$ cat src/rtl/segment_value_sampler.sv
// Draws a uniformly distributed value inside a chosen segment [lower, upper] using
// an 8-bit LFSR with power-of-two masking and rejection. Optional: SAMPLER_STATS_EN.
module segment_value_sampler #(
  parameter int VALUE_WIDTH = 8,
  parameter int MAX_TRIES   = 16
) (
  input  logic                   in_clock,
  input  logic                   in_reset,
  input  logic                   in_seed_load,
  input  logic [7:0]             in_seed,
  input  logic                   in_start,
  input  logic [1:0]             in_segment_number,
  input  logic [VALUE_WIDTH-1:0] in_lower0,
  input  logic [VALUE_WIDTH-1:0] in_lower1,
  input  logic [VALUE_WIDTH-1:0] in_lower2,
  input  logic [VALUE_WIDTH-1:0] in_lower3,
  input  logic [VALUE_WIDTH-1:0] in_upper0,
  input  logic [VALUE_WIDTH-1:0] in_upper1,
  input  logic [VALUE_WIDTH-1:0] in_upper2,
  input  logic [VALUE_WIDTH-1:0] in_upper3,
`ifdef SAMPLER_STATS_EN
  output logic [15:0]            out_reject_count,
`endif
  output logic                   out_busy,
  output logic                   out_valid,
  output logic [VALUE_WIDTH-1:0] out_value,
  output logic                   out_fallback,
  output logic                   out_error
);

  typedef enum logic [1:0] {
    S_IDLE,
    S_LOAD,
    S_DRAW,
    S_DONE
  } state_t;

  state_t                 state_q, state_d;
  logic [7:0]             lfsr_q;
  logic [7:0]             try_cnt_q;
  logic [VALUE_WIDTH-1:0] lower_q, upper_q;
  logic [VALUE_WIDTH-1:0] span_q, mask_q;
  logic [VALUE_WIDTH-1:0] result_q;
  logic                   fallback_q, error_q;

  logic [VALUE_WIDTH-1:0] sel_lower, sel_upper;
  logic [VALUE_WIDTH-1:0] rand_word, draw_r;
  logic                   draw_hit, last_try, bad_bounds;

  // Smallest 2^k-1 covering v: smear the highest set bit downwards.
  function automatic logic [VALUE_WIDTH-1:0] fill_mask(input logic [VALUE_WIDTH-1:0] v);
    logic [VALUE_WIDTH-1:0] m;
    m = v;
    for (int i = 1; i < VALUE_WIDTH; i++) m = m | (v >> i);
    return m;
  endfunction

  always_comb begin
    sel_lower = in_lower0;
    sel_upper = in_upper0;
    case (in_segment_number)
      2'd1: begin sel_lower = in_lower1; sel_upper = in_upper1; end
      2'd2: begin sel_lower = in_lower2; sel_upper = in_upper2; end
      2'd3: begin sel_lower = in_lower3; sel_upper = in_upper3; end
      default: ;
    endcase
  end

  // The 8-bit LFSR state is repeated across the draw word so any VALUE_WIDTH works.
  always_comb begin
    rand_word = '0;
    for (int i = 0; i < VALUE_WIDTH; i++) rand_word[i] = lfsr_q[i % 8];
  end

  assign draw_r     = rand_word & mask_q;
  assign draw_hit   = (draw_r <= span_q);
  assign last_try   = (try_cnt_q == 8'(MAX_TRIES - 1));
  assign bad_bounds = (lower_q > upper_q);
  assign out_busy   = (state_q != S_IDLE);

  // NOTE: sequential state uses non-blocking assignments so every register
  // samples the pre-edge values, independent of statement order.
  always_ff @(posedge in_clock or posedge in_reset) begin
    if (in_reset) state_q <= S_IDLE;
    else          state_q <= state_d;
  end

  // NOTE: state_d gets a default before the case so no path leaves it
  // unassigned, which would otherwise infer a latch.
  always_comb begin
    state_d = state_q;
    case (state_q)
      S_IDLE: if (in_start) state_d = S_LOAD;
      S_LOAD: state_d = bad_bounds ? S_DONE : S_DRAW;
      S_DRAW: if (draw_hit || last_try) state_d = S_DONE;
      S_DONE: state_d = S_IDLE;
      default: state_d = S_IDLE;
    endcase
  end

  // Fibonacci LFSR, x^8+x^6+x^5+x^4+1; a seed load wins over the draw shift.
  always_ff @(posedge in_clock or posedge in_reset) begin
    if (in_reset) begin
      lfsr_q <= 8'h01;
    end else if (in_seed_load) begin
      lfsr_q <= (in_seed == 8'h00) ? 8'h01 : in_seed;
    end else if (state_q == S_DRAW) begin
      lfsr_q <= {lfsr_q[6:0], lfsr_q[7] ^ lfsr_q[5] ^ lfsr_q[4] ^ lfsr_q[3]};
    end
  end

  always_ff @(posedge in_clock or posedge in_reset) begin
    if (in_reset) begin
      try_cnt_q    <= '0;
      lower_q      <= '0;
      upper_q      <= '0;
      span_q       <= '0;
      mask_q       <= '0;
      result_q     <= '0;
      fallback_q   <= 1'b0;
      error_q      <= 1'b0;
      out_valid    <= 1'b0;
      out_value    <= '0;
      out_fallback <= 1'b0;
      out_error    <= 1'b0;
    end else begin
      out_valid <= 1'b0;
      case (state_q)
        S_IDLE: begin
          if (in_start) begin
            lower_q      <= sel_lower;
            upper_q      <= sel_upper;
            fallback_q   <= 1'b0;
            error_q      <= 1'b0;
            try_cnt_q    <= '0;
            out_fallback <= 1'b0;
            out_error    <= 1'b0;
          end
        end
        S_LOAD: begin
          span_q <= upper_q - lower_q;
          mask_q <= fill_mask(upper_q - lower_q);
          if (bad_bounds) begin
            result_q <= lower_q;
            error_q  <= 1'b1;
          end
        end
        S_DRAW: begin
          if (draw_hit) begin
            result_q <= lower_q + draw_r;
          end else begin
            try_cnt_q <= try_cnt_q + 8'd1;
            if (last_try) begin
              result_q   <= lower_q;
              fallback_q <= 1'b1;
            end
          end
        end
        S_DONE: begin
          // Result and flags appear together with the valid pulse.
          out_valid    <= 1'b1;
          out_value    <= result_q;
          out_fallback <= fallback_q;
          out_error    <= error_q;
          try_cnt_q    <= '0;
        end
        default: ;
      endcase
    end
  end

`ifdef SAMPLER_STATS_EN
  always_ff @(posedge in_clock or posedge in_reset) begin
    if (in_reset) begin
      out_reject_count <= '0;
    end else if (state_q == S_DRAW && !draw_hit && out_reject_count != 16'hFFFF) begin
      out_reject_count <= out_reject_count + 16'd1;
    end
  end
`endif

endmodule

$ cat config.mk
export PLATFORM = sky130hd
export DESIGN_NAME = segment_value_sampler
export DESIGN_NICKNAME = d
export VERILOG_FILES = /design/src/rtl/segment_value_sampler.sv
export SDC_FILE = /design/constraint.sdc
export NUM_CORES = 1
export LEC_CHECK = 0
export BUFFER_PORTS_ARGS = -buffer_cell sky130_fd_sc_hd__buf_2
export CORE_MARGIN = 1.5
export CORE_UTILIZATION = 52
export DETAILED_ROUTE_END_ITERATION = 8
export GPL_TIMING_DRIVEN = 0
export PLACE_DENSITY_LB_ADDON = 0.3
export REMOVE_ABC_BUFFERS = 1
export SLEW_MARGIN = 5
export SYNTH_ARGS = -nofsm -noshare
export SYNTH_HDL_FRONTEND = slang
export SYNTH_SLANG_ARGS = --single-unit
$ cat constraint.sdc
create_clock -name in_clock -period 4 [get_ports in_clock]
set_input_delay 0.2 -clock in_clock [delete_from_list [all_inputs] [get_ports in_clock]]
set_output_delay 0.2 -clock in_clock [all_outputs]
set_load 0.005 [all_outputs]
==> flow_metrics.tcl, run 1 <==
set metrics [dict create \
    synthAdderAreaFrac_pct 8.192 \
    synth_simple_gate_area_share_pct 11.55 \
    clockPowerShare_pct 15.3 \
    synth_mux_area_share_pct 21.69 \
    async_flop_share_pct 100.0 \
    root_buffer "clkbuf_8" \
    top_layer "met4" \
    grt_first_pass_wirelength_mm 15.20 \
    max_slew_margin_pct 27.00 \
    synth.largest_area_cell "dfrtp_1" \
    start_util_pct 53.91 \
    drv_slew 0 \
    cp_data_required_time_ps 4220 \
    clockBufferDepth 2 \
    path_clk_slew_ps 80 \
    yosys.area.top_type_share_pct 38.98 \
    worst_ep_arrival_time_ps 3180 \
    cts_made_buffers 9 \
    synth_area_per_cell_sq_um 10.91 \
    crit_path_max_incr_delay_ps 850 \
    synth_area_sq_mm 0.004429 \
    design_area_sq_mm 0.005166 \
    hold_class "in2async" \
    crit_path_max_fanout 28 \
    io_buffer_count 89 \
    p_leak_nw 2.398 \
    synth_area_leaders "dfrtp_1, mux2_2, mux4_2, ha_1, o21ai_0" \
    synth_edf_count 0 \
    detailedPlace.worstSlack_ps 1092 \
    max_freq_ghz 0.3383 \
    drive_above_1_share_pct 33.87 \
    yosysSeqAreaShare_pct 39.58 \
    avgViaCountPerCell 5.722 \
    antenna_found_initial 0 \
    place_congestion 0.8521 \
    synth_top_family_by_area "multiplexers" \
    fin_crit_ps 2956 \
    wire_per_inst_um 15.66 \
    max_cap_viol_count 0 \
    cts_tree "built" \
    clk_latency_ps 340 \
    dp_hpwl_mm 7.048 \
    total_power_w 0.004306 \
    fill_cells 661 \
    mostFrequentLayoutCells "buf_2, dfrtp_1, mux2_2" \
    ctsHtreeMaxLevel 3 \
    rsz0062_at_grt "false" \
    layout_commonest_cell "buf_2" \
    met2_length_mm 4.884 \
    multi_input_area_sq_mm 0.002507 \
    io_pins 90 \
    die_x_um 95.29 \
    rows 33 \
    p_comb_share_pct 56.7 \
    post-cts-setup-buffers 0 \
    cts.sinks 70 \
    gr-total-overflow 0 \
    nNetsFinal 593 \
    dr.pass1.iters 4 \
    core_sq_mm 0.008217 \
    routed_wl_mm 9.363 \
    setup_viol 0 \
    grt_pass1_vias 3330 \
    critPathBufInv 1 \
    grt_max_degree 71 \
    drc 0 \
    worst_pin_slew_ps 1095 \
    tns_ps 0 \
    drtIter0Drc 208 \
    crit_family "adder cells" \
    vias 3422 \
    ant_nets 0 \
    p_per_area_mw_per_mm2 833.5 \
    synthCells 406 \
    setup_ws_ps 1044 \
    dr_wl_met3_um 344 \
    status "completed" \
    finalCritPeriodShare_pct 73.90 \
    switching_power_w 0.001784 \
    seq_area_sq_mm 0.001753 \
    hold_buffers 0 \
    yosys_warnings 0 \
    power_frac_seq_pct 28.0 \
    path_cells "inv_1, ha_1, nor3b_1, o22ai_2, mux2_2" \
    die_height_um 95.29 \
    cp-end-kind "register" \
    synthXorXnorAreaFrac_pct 2.966 \
    ys_seq_elements 70 \
    netlist-cell-type-count 59 \
    p_int_w 0.002522 \
    ctsResizeCount 0 \
    critPathKind "reg2reg" \
    hold_viol_final 0 \
    wirelength_met1_mm 4.044 \
    crit_slowest_cell "ha_1" \
    die_area_sq_mm 0.009080 \
    antenna_cells 0 \
    p_sw_share_pct 41.44 \
    ir_worst_vdd_mv 0.4102 \
    syn2layout_area_growth_pct 16.64 \
    startpoint_type "register" \
    dpl_cell_area_sq_mm 0.004933 \
    gr-usage-all-layers_pct 21.68 \
    synth_flop_cell "dfrtp_1" \
    fin_worst_skew_ps 7.833 \
    synth_compound_area_share_pct 12.20 \
]
state kept, by name, summed over array words and instances (netlist names):
register      count
out_fallback      1
result_q          8
mask_q            7
upper_q           8
lfsr_q            8
state_q           2
out_error         1
span_q            8
out_valid         1
fallback_q        1
lower_q           8
out_value         8
error_q           1
try_cnt_q         8
final timing paths:
path | from | endpoint | slack [ps] | cells past startpoint
hold reg to reg | out_error | out_error | 490 | 1
setup / recovery | state_q[1] | result_q[1] | 1040 | 5
setup reg to reg | state_q[1] | result_q[1] | 1040 | 5
max in group asynchronous | in_reset | result_q[7] | 3410 | 2
hold / removal | in_reset | try_cnt_q[0] | 40 | 2
min in group in_clock | in_seed[4] | lfsr_q[4] | 80 | 3
kinds of logic after synthesis:
kind of cell / Yosys count
xor gates and xnor gates: 15
AOI/OAI and AO/OA: 83
adders and majority gates: 28
DFF: 70
and+or+nand+nor: 97
buffers and inverters: 43
muxes: 70
metal layers:
| metal | vias up | GRT usage, % |
|---|---|---|
| met2 | 93 | 38.12 |
| met4 | 0 | 6.841 |
| li1 | 1645 | - |
| met5 | - | 0 |
| met3 | 10 | 3.349 |
| met1 | 1674 | 27.18 |
cell usage after synthesis, drive strengths merged, types with 2 or more instances:
library cell,number
a31oi,4
a21oi,15
buf,6
mux4,16
fa,2
inv,25
mux2,39
or4,3
ha,25
nor4,2
nand2,25
nor2b,4
o21a,3
nor3,5
nand2b,7
o31a,2
mux2i,15
clkbuf,12
a211oi,3
nand3,6
o21ai,34
a22o,7
xor2,4
dfrtp,69
or3,3
and3,3
o2111ai,2
nor4b,2
xnor2,11
and2,7
a41oi,2
nor2,23
a32o,2
nand4b,2
worst reg2reg max path, stage by stage, from the launching register on:
cell     delay, ps
dfrtp_1        410
inv_1          110
ha_1           850
nor3b_1        770
o22ai_2        330
mux2_2         370
power by group through the flow:
stage               combinational, W  clock, W  sequential, W
detailed placement           0.00242         0        0.00122
finish                       0.00244  0.000659        0.00120
global route                 0.00270  0.000707        0.00124
floorplan                    0.00188         0        0.00116
CTS                          0.00244  0.000670        0.00120
global placement             0.00233         0        0.00120
cell type report:
type | instances | area share, %
clock buffers | 11 | 2.930
repair buffers | 89 | 8.622
multi-input cells | 293 | 48.53
flip-flops and latches | 70 | 33.93
inverters | 25 | 1.865
clock inverters | 5 | 1.574
well taps | 105 | 2.543
through the flow:
stage | instances | hold WS, ps | utilization [%]
finish | 598 | 36.47 | 62.88
global route | 598 | 110.2 | 62.88
CTS | 598 | 68.89 | 62.88
detailed placement | 582 | 428.4 | 60.04
global placement | 582 | 417.3 | 60.01
floorplan | 388 | 274.1 | -
No activity file was read; power rests on OpenSTA's default activity.
==> run 2, diff against run 1 <==
--- a/config.mk
+++ b/config.mk
@@ -5,9 +5,10 @@
 export SDC_FILE = /design/constraint.sdc
 export NUM_CORES = 1
 export LEC_CHECK = 0
+export ABC_AREA = 1
 export BUFFER_PORTS_ARGS = -buffer_cell sky130_fd_sc_hd__buf_2
 export CORE_MARGIN = 1.5
-export CORE_UTILIZATION = 52
+export CORE_UTILIZATION = 50
 export DETAILED_ROUTE_END_ITERATION = 8
 export GPL_TIMING_DRIVEN = 0
 export PLACE_DENSITY_LB_ADDON = 0.3
==> constraint.sdc (replaced) <==
create_clock -name in_clock -period 2.4 [get_ports in_clock]
set_input_delay 0.12 -clock in_clock [delete_from_list [all_inputs] [get_ports in_clock]]
set_output_delay 0.12 -clock in_clock [all_outputs]
set_load 0.005 [all_outputs]
==> run 2 against run 1 <==
Net effect:
- via count grew 19%
- clock-buffer cell count shrank 1
- clock power grew 76%
- global-route usage shrank 0.24 points
- wire length grew 4.6%
- design area grew 0.63%
- setup slack lost 870 ps
- core utilization shrank 2.7 points
- clock skew grew 3.4 ps
- critical endpoint is now result_q[3]
- highest routed layer unchanged
==> flow_metrics.tcl, run 2 <==
set metrics [dict create \
    status "completed" \
    netlist-cell-type-count 37 \
    fill_cells 808 \
    place_congestion 0.9398 \
    synthCells 588 \
    drc 0 \
    setup_ws_ps 170.6 \
    r2r_start "lower_q[0]" \
    dp_hpwl_mm 7.580 \
    yosys.area.top_type_share_pct 39.18 \
    synth_area_sq_mm 0.004407 \
    worst_pin_slew_ps 1048 \
    p_int_w 0.003966 \
    crit_start "lower_q[0]" \
    crit_top_cell "nand3_1" \
    synth_flop_cell "dfrtp_1" \
    startpoint_type "register" \
    ys_seq_elements 70 \
    fin_worst_skew_ps 11.19 \
    max_slew_margin_pct 29.86 \
    cts_made_buffers 9 \
    dr.pass1.iters 5 \
    io_pins 90 \
    max_freq_ghz 0.4486 \
    clk_latency_ps 360 \
    max_cap_viol_count 0 \
    crit_path_max_fanout 8 \
    synth_area_leaders "dfrtp_1, nand2_1, ha_1, inv_1, nand3_1" \
    synth_edf_count 0 \
    clockBufferDepth 2 \
    crit_path_max_incr_delay_ps 430 \
    p_sw_share_pct 45.95 \
    synth.largest_area_cell "dfrtp_1" \
    yosysMostFrequentCell "nand2_1" \
    r2r_slack_ps 170 \
    ant_nets 0 \
    nNetsFinal 781 \
    synth_area_per_cell_sq_um 7.494 \
    async_flop_share_pct 100.0 \
    cts_tree "built" \
    total_power_w 0.007338 \
    worst_ep_arrival_time_ps 2470 \
    avgViaCountPerCell 5.146 \
    power_frac_seq_pct 28.1 \
    yosys-top-cells-count "nand2_1, inv_1, dfrtp_1, nand3_1, nor2_1" \
    cp-end-kind "register" \
    finalCritPeriodShare_pct 92.89 \
    seq_area_sq_mm 0.001753 \
    grt_first_pass_wirelength_mm 16.69 \
    drtIter0Drc 212 \
    min_from "in_seed[4]" \
    gr-usage-all-layers_pct 21.44 \
    cts.sinks 70 \
    p_comb_share_pct 56.1 \
    rows 34 \
    hold_class "in2reg" \
    io_buffer_count 89 \
    path_clk_slew_ps 80 \
    path_cells "ha_1, fa_1, inv_1, nand3_1, nand2_1, nand3_1, nand3_1, a21oi_1, nand2_2, inv_2, nand3_1, nand2_1" \
    die_height_um 96.88 \
    yosys_warnings 0 \
    cp_data_required_time_ps 2640 \
    mostFrequentLayoutCells "nand2_1, buf_2, inv_1, dfrtp_1, nand3_1" \
    drive_above_1_share_pct 19.97 \
    p_per_area_mw_per_mm2 1411 \
    rsz0062_at_grt "false" \
    switching_power_w 0.003371 \
    ir_worst_vdd_mv 0.5689 \
    grt_pass1_vias 3769 \
    routed_wl_mm 9.796 \
    antenna_found_initial 0 \
    root_buffer "clkbuf_8" \
    yosysSeqAreaShare_pct 39.78 \
    antenna_cells 0 \
    gr-total-overflow 0 \
    grt_max_degree 71 \
    clockPowerShare_pct 15.8 \
    p_leak_nw 2.769 \
    detailedPlace.worstSlack_ps 69.77 \
    ctsHtreeMaxLevel 3 \
    critPathKind "reg2reg" \
    start_util_pct 51.03 \
    multi_input_area_sq_mm 0.002318 \
    wire_per_inst_um 12.42 \
    setup_viol 0 \
    syn2layout_area_growth_pct 17.97 \
    drv_slew 0 \
    vias 4060 \
    layout_commonest_cell "nand2_1" \
    core_sq_mm 0.008636 \
    die_area_sq_mm 0.009386 \
    die_x_um 96.88 \
    crit_slowest_cell "dfrtp_1" \
    hold_viol_final 0 \
    fin_crit_ps 2229 \
]
## run 2: cell types whose count changed after synthesis, sizes merged, moves of 11 or more
cell and delta:
inv +47, mux4 -16, o21ai -11, nand2 +175
a41oi +12, nand3 +43, nor2 +18, mux2i -15
mux2 -31, a21oi +16
## run 2: final timing paths
path	end	depth (start not counted)
min in group asynchronous	lfsr_q[2]	3
max	result_q[3]	12
max reg2reg	result_q[3]	12
max in group asynchronous	result_q[0]	3
min reg2reg	result_q[7]	2
min	lfsr_q[4]	3
## run 2: cells by family (layout without fill, tap and decap cells)
kind of cell	Yosys count	in the layout	share of synthesized area, %
flops	70	70	39.78
fa+ha+maj	27	27	8.007
xor+xnor	12	12	2.385
mux	8	8	2.044
buf+inv	88	181	7.723
compound gates	78	78	11.02
simple gates	305	305	29.05
## run 2: cell type report
type,count,area share [%]
Clock buffer,10,2.455
Clock inverter,6,2.142
Inverter,73,5.391
Multi-Input combinational cell,430,44.60
Sequential cell,70,33.72
Tap cell,108,2.599
Timing Repair Buffer,92,9.097
## run 2: what timing repair did
item	CTS	global route
resized for setup	0	3
endpoints found under the setup margin	0	9
hold buffers	2	0
endpoints found under the hold margin	70	0
buffers inserted	0	1
## run 2: critical path, delay by kind of cell, from the launching register on
family | cells | cell delay (ps)
AND/OR/NAND/NOR | 7 | 760
adder cells (fa/ha/maj) | 2 | 660
flip-flops | 1 | 430
buffers and inverters | 2 | 150
AO/OA/AOI/OAI | 1 | 110
## run 2: metrics by stage
stage               area [sq um]  hold slack (ps)  util, %  std cells  TNS (ps)
finish                      5199            4.694    60.20        789         0
global route                5199            8.269    60.20        789         0
floorplan                   4340            248.7        -        573         0
global placement            4921            354.9    56.98        770    -19210
detailed placement          4923            353.3    57.01        770         0
CTS                         5182            3.448    60.01        788         0
## run 2: power by group through the flow
| stage | clock [W] | combinational (W) | sequential [W] |
|---|---|---|---|
| after floorplan | 0 | 0.00311 | 0.00200 |
| after global placement | 0 | 0.00394 | 0.00207 |
| after detailed placement | 0 | 0.00406 | 0.00208 |
| after CTS | 0.00118 | 0.00408 | 0.00206 |
| after global routing | 0.00123 | 0.00470 | 0.00213 |
| final | 0.00116 | 0.00412 | 0.00206 |
## run 2: layer usage
layer / part of all wire [%] / GRT usage [%] / vias to the layer above / wire length [um]
met5: 0 / 0 / - / 0
met2: 49 / 35.99 / 84 / 4760
li1: - / - / 2080 / -
met4: 0.89 / 5.128 / 0 / 87
met1: 47 / 28.94 / 1885 / 4612
met3: 3.4 / 3.685 / 11 / 337
==> run 3, diff against run 2 <==
--- a/config.mk
+++ b/config.mk
@@ -8,7 +8,7 @@
 export ABC_AREA = 1
 export BUFFER_PORTS_ARGS = -buffer_cell sky130_fd_sc_hd__buf_2
 export CORE_MARGIN = 1.5
-export CORE_UTILIZATION = 50
+export CORE_UTILIZATION = 52
 export DETAILED_ROUTE_END_ITERATION = 8
 export GPL_TIMING_DRIVEN = 0
 export PLACE_DENSITY_LB_ADDON = 0.3
==> constraint.sdc (replaced) <==
create_clock -name in_clock -period 2.51 [get_ports in_clock]
set_input_delay 0.1255 -clock in_clock [delete_from_list [all_inputs] [get_ports in_clock]]
set_output_delay 0.1255 -clock in_clock [all_outputs]
set_load 0.005 [all_outputs]
==> run 3 against run 2 <==
Net effect:
- clock-buffer cell count unchanged
- worst hold slack gained 12 ps
- critical path depth fell by 3
- die area decreased by 3.7%
- register-to-register slack better by 20 ps
- global-route usage up 2.4 points
- non-clock buffer count did not move
- sequential share of layout area fell by 0.081 points
- final cell count decreased by 0.38%
- sequential power decreased by 3%
- clock skew fell by 3.5 ps
- core utilization increased by 3.2 points
- critical endpoint is now result_q[7]
- largest cell class unchanged
==> flow_metrics.tcl, run 3 (synthesized netlist as in run 2, its figures left out) <==
set metrics [dict create \
    status "completed" \
    vias 4123 \
    crit_path_max_fanout 19 \
    seq_area_sq_mm 0.001753 \
    dpl_cell_area_sq_mm 0.004920 \
    gr-total-overflow 0 \
    design_area_sq_mm 0.005211 \
    layout_commonest_cell "nand2_1" \
    grt_first_pass_wirelength_mm 16.70 \
    cp-end-kind "register" \
    drv_slew 0 \
    hold_viol_final 0 \
    startpoint_type "register" \
    dr.pass1.iters 4 \
    grt_pass1_vias 3690 \
    crit_path_max_incr_delay_ps 640 \
    critPathKind "reg2reg" \
    met2_length_mm 5.077 \
    fill_cells 748 \
    ant_nets 0 \
    die_height_um 95.06 \
    fin_worst_skew_ps 7.641 \
    wirelength_met1_mm 4.630 \
    path_cells "inv_1, ha_1, inv_1, nor2_1, nand3_1, nand2_2, inv_2, nand3_1, nand2_1" \
    max_slew_margin_pct 26.35 \
    detailedPlace.worstSlack_ps 221.3 \
    hold_class "in2reg" \
    drive_above_1_share_pct 19.38 \
    ctsHtreeMaxLevel 3 \
    antenna_cells 0 \
    drc 0 \
    cp_data_required_time_ps 2750 \
    die_x_um 95.06 \
    cts_tree "built" \
    root_buffer "clkbuf_8" \
    clockBufferDepth 2 \
    grt_max_degree 71 \
    dp_hpwl_mm 7.782 \
    start_util_pct 53.63 \
    setup_viol 0 \
    max_cap_viol_count 0 \
    antenna_found_initial 0 \
    finalCritPeriodShare_pct 92.60 \
    fin_crit_ps 2324 \
    io_buffer_count 89 \
    crit_slowest_cell "ha_1" \
    clk_latency_ps 350 \
    avgViaCountPerCell 5.246 \
    post-cts-setup-buffers 0 \
    die_area_sq_mm 0.009035 \
    ir_worst_vdd_mv 0.6189 \
    ctsResizeCount 0 \
    routed_wl_mm 10.22 \
    p_leak_nw 2.792 \
    cts.sinks 70 \
    max_freq_ghz 0.4302 \
    multi_input_area_sq_mm 0.002313 \
    nNetsFinal 781 \
    top_layer "met4" \
    drtIter0Drc 221 \
    place_congestion 0.9060 \
    core_sq_mm 0.008217 \
    wire_per_inst_um 13.01 \
    io_pins 90 \
    rows 33 \
    dr_wl_met3_um 375 \
    gr-usage-all-layers_pct 23.85 \
    path_clk_slew_ps 70 \
    setup_ws_ps 185.7 \
    syn2layout_area_growth_pct 18.26 \
    cts_made_buffers 9 \
    worst_pin_slew_ps 1101 \
    worst_ep_arrival_time_ps 2560 \
    mostFrequentLayoutCells "nand2_1, buf_2, inv_1" \
    rsz0062_at_grt "false" \
    p_per_area_mw_per_mm2 1361 \
]
==> run 3: changes by cell type in the layout (fill, tap and decap cells not counted) <==
| cell | delta |
|---|---|
| buf_4 | -1 |
| dlygate4sd3_1 | +1 |
| clkinvlp_4 | -2 |
| bufinv_16 | +1 |
| ha_2 | -1 |
| nand2_1 | +1 |
| inv_1 | +1 |
| ha_1 | +1 |
| nand2_2 | -1 |
==> run 3: stage by stage <==
step	total power, W	hold slack [ps]	utilization (%)	TNS [ps]	cells
final	0.007092	16.89	63.42	0	786
after global routing	0.007777	14.92	63.42	0	786
after detailed placement	0.005885	360.8	59.88	0	767
after global placement	0.005714	357.4	59.84	-14690	767
after CTS	0.007124	1.579	63.42	0	786
after floorplan	0.004887	254.2	-	0	573
==> run 3: what timing repair did <==
action                     CTS  global route
hold buffers                 3             0
hold endpoints to repair    71             0
setup endpoints to repair    0             0
==> run 3: area by class of cell <==
cell class	count	share of cell area, %
Tap cell	105	2.521
Inverter	73	5.306
Multi-Input combinational cell	430	44.39
Clock buffer	10	2.449
Sequential cell	70	33.64
Timing Repair Buffer	92	9.124
Clock inverter	6	2.569
==> run 3: where the power goes <==
| group | switching (W) | internal (W) |
|---|---|---|
| Sequential | 0.000344 | 0.00164 |
| Clock | 0.000431 | 0.000761 |
| Combinational | 0.00245 | 0.00146 |
==> run 3: routing by layer <==
metal  track usage, %  up-vias
met5                0        -
met1            31.48     1950
met2            39.29       75
li1                 -     2083
met3            5.024       15
met4            7.338        0
==> run 3: final timing paths <==
kind / startpoint / endpoint / slack [ps] / depth (start not counted)
max: state_q[0] / result_q[7] / 190 / 9
min: in_seed[1] / lfsr_q[1] / 20 / 3
max reg2reg: state_q[0] / result_q[7] / 190 / 9
min reg2reg: result_q[0] / result_q[0] / 480 / 2
max in group asynchronous: in_reset / upper_q[3] / 1480 / 3
min in group asynchronous: in_reset / try_cnt_q[4] / 500 / 3
==> run 3: worst max-delay path: cells and delay by family (launching register included) <==
family,cells,cell delay (ps)
adder cells (fa/ha/maj),1,640
AND/OR/NAND/NOR,5,690
flip-flops,1,420
buffers and inverters,3,460
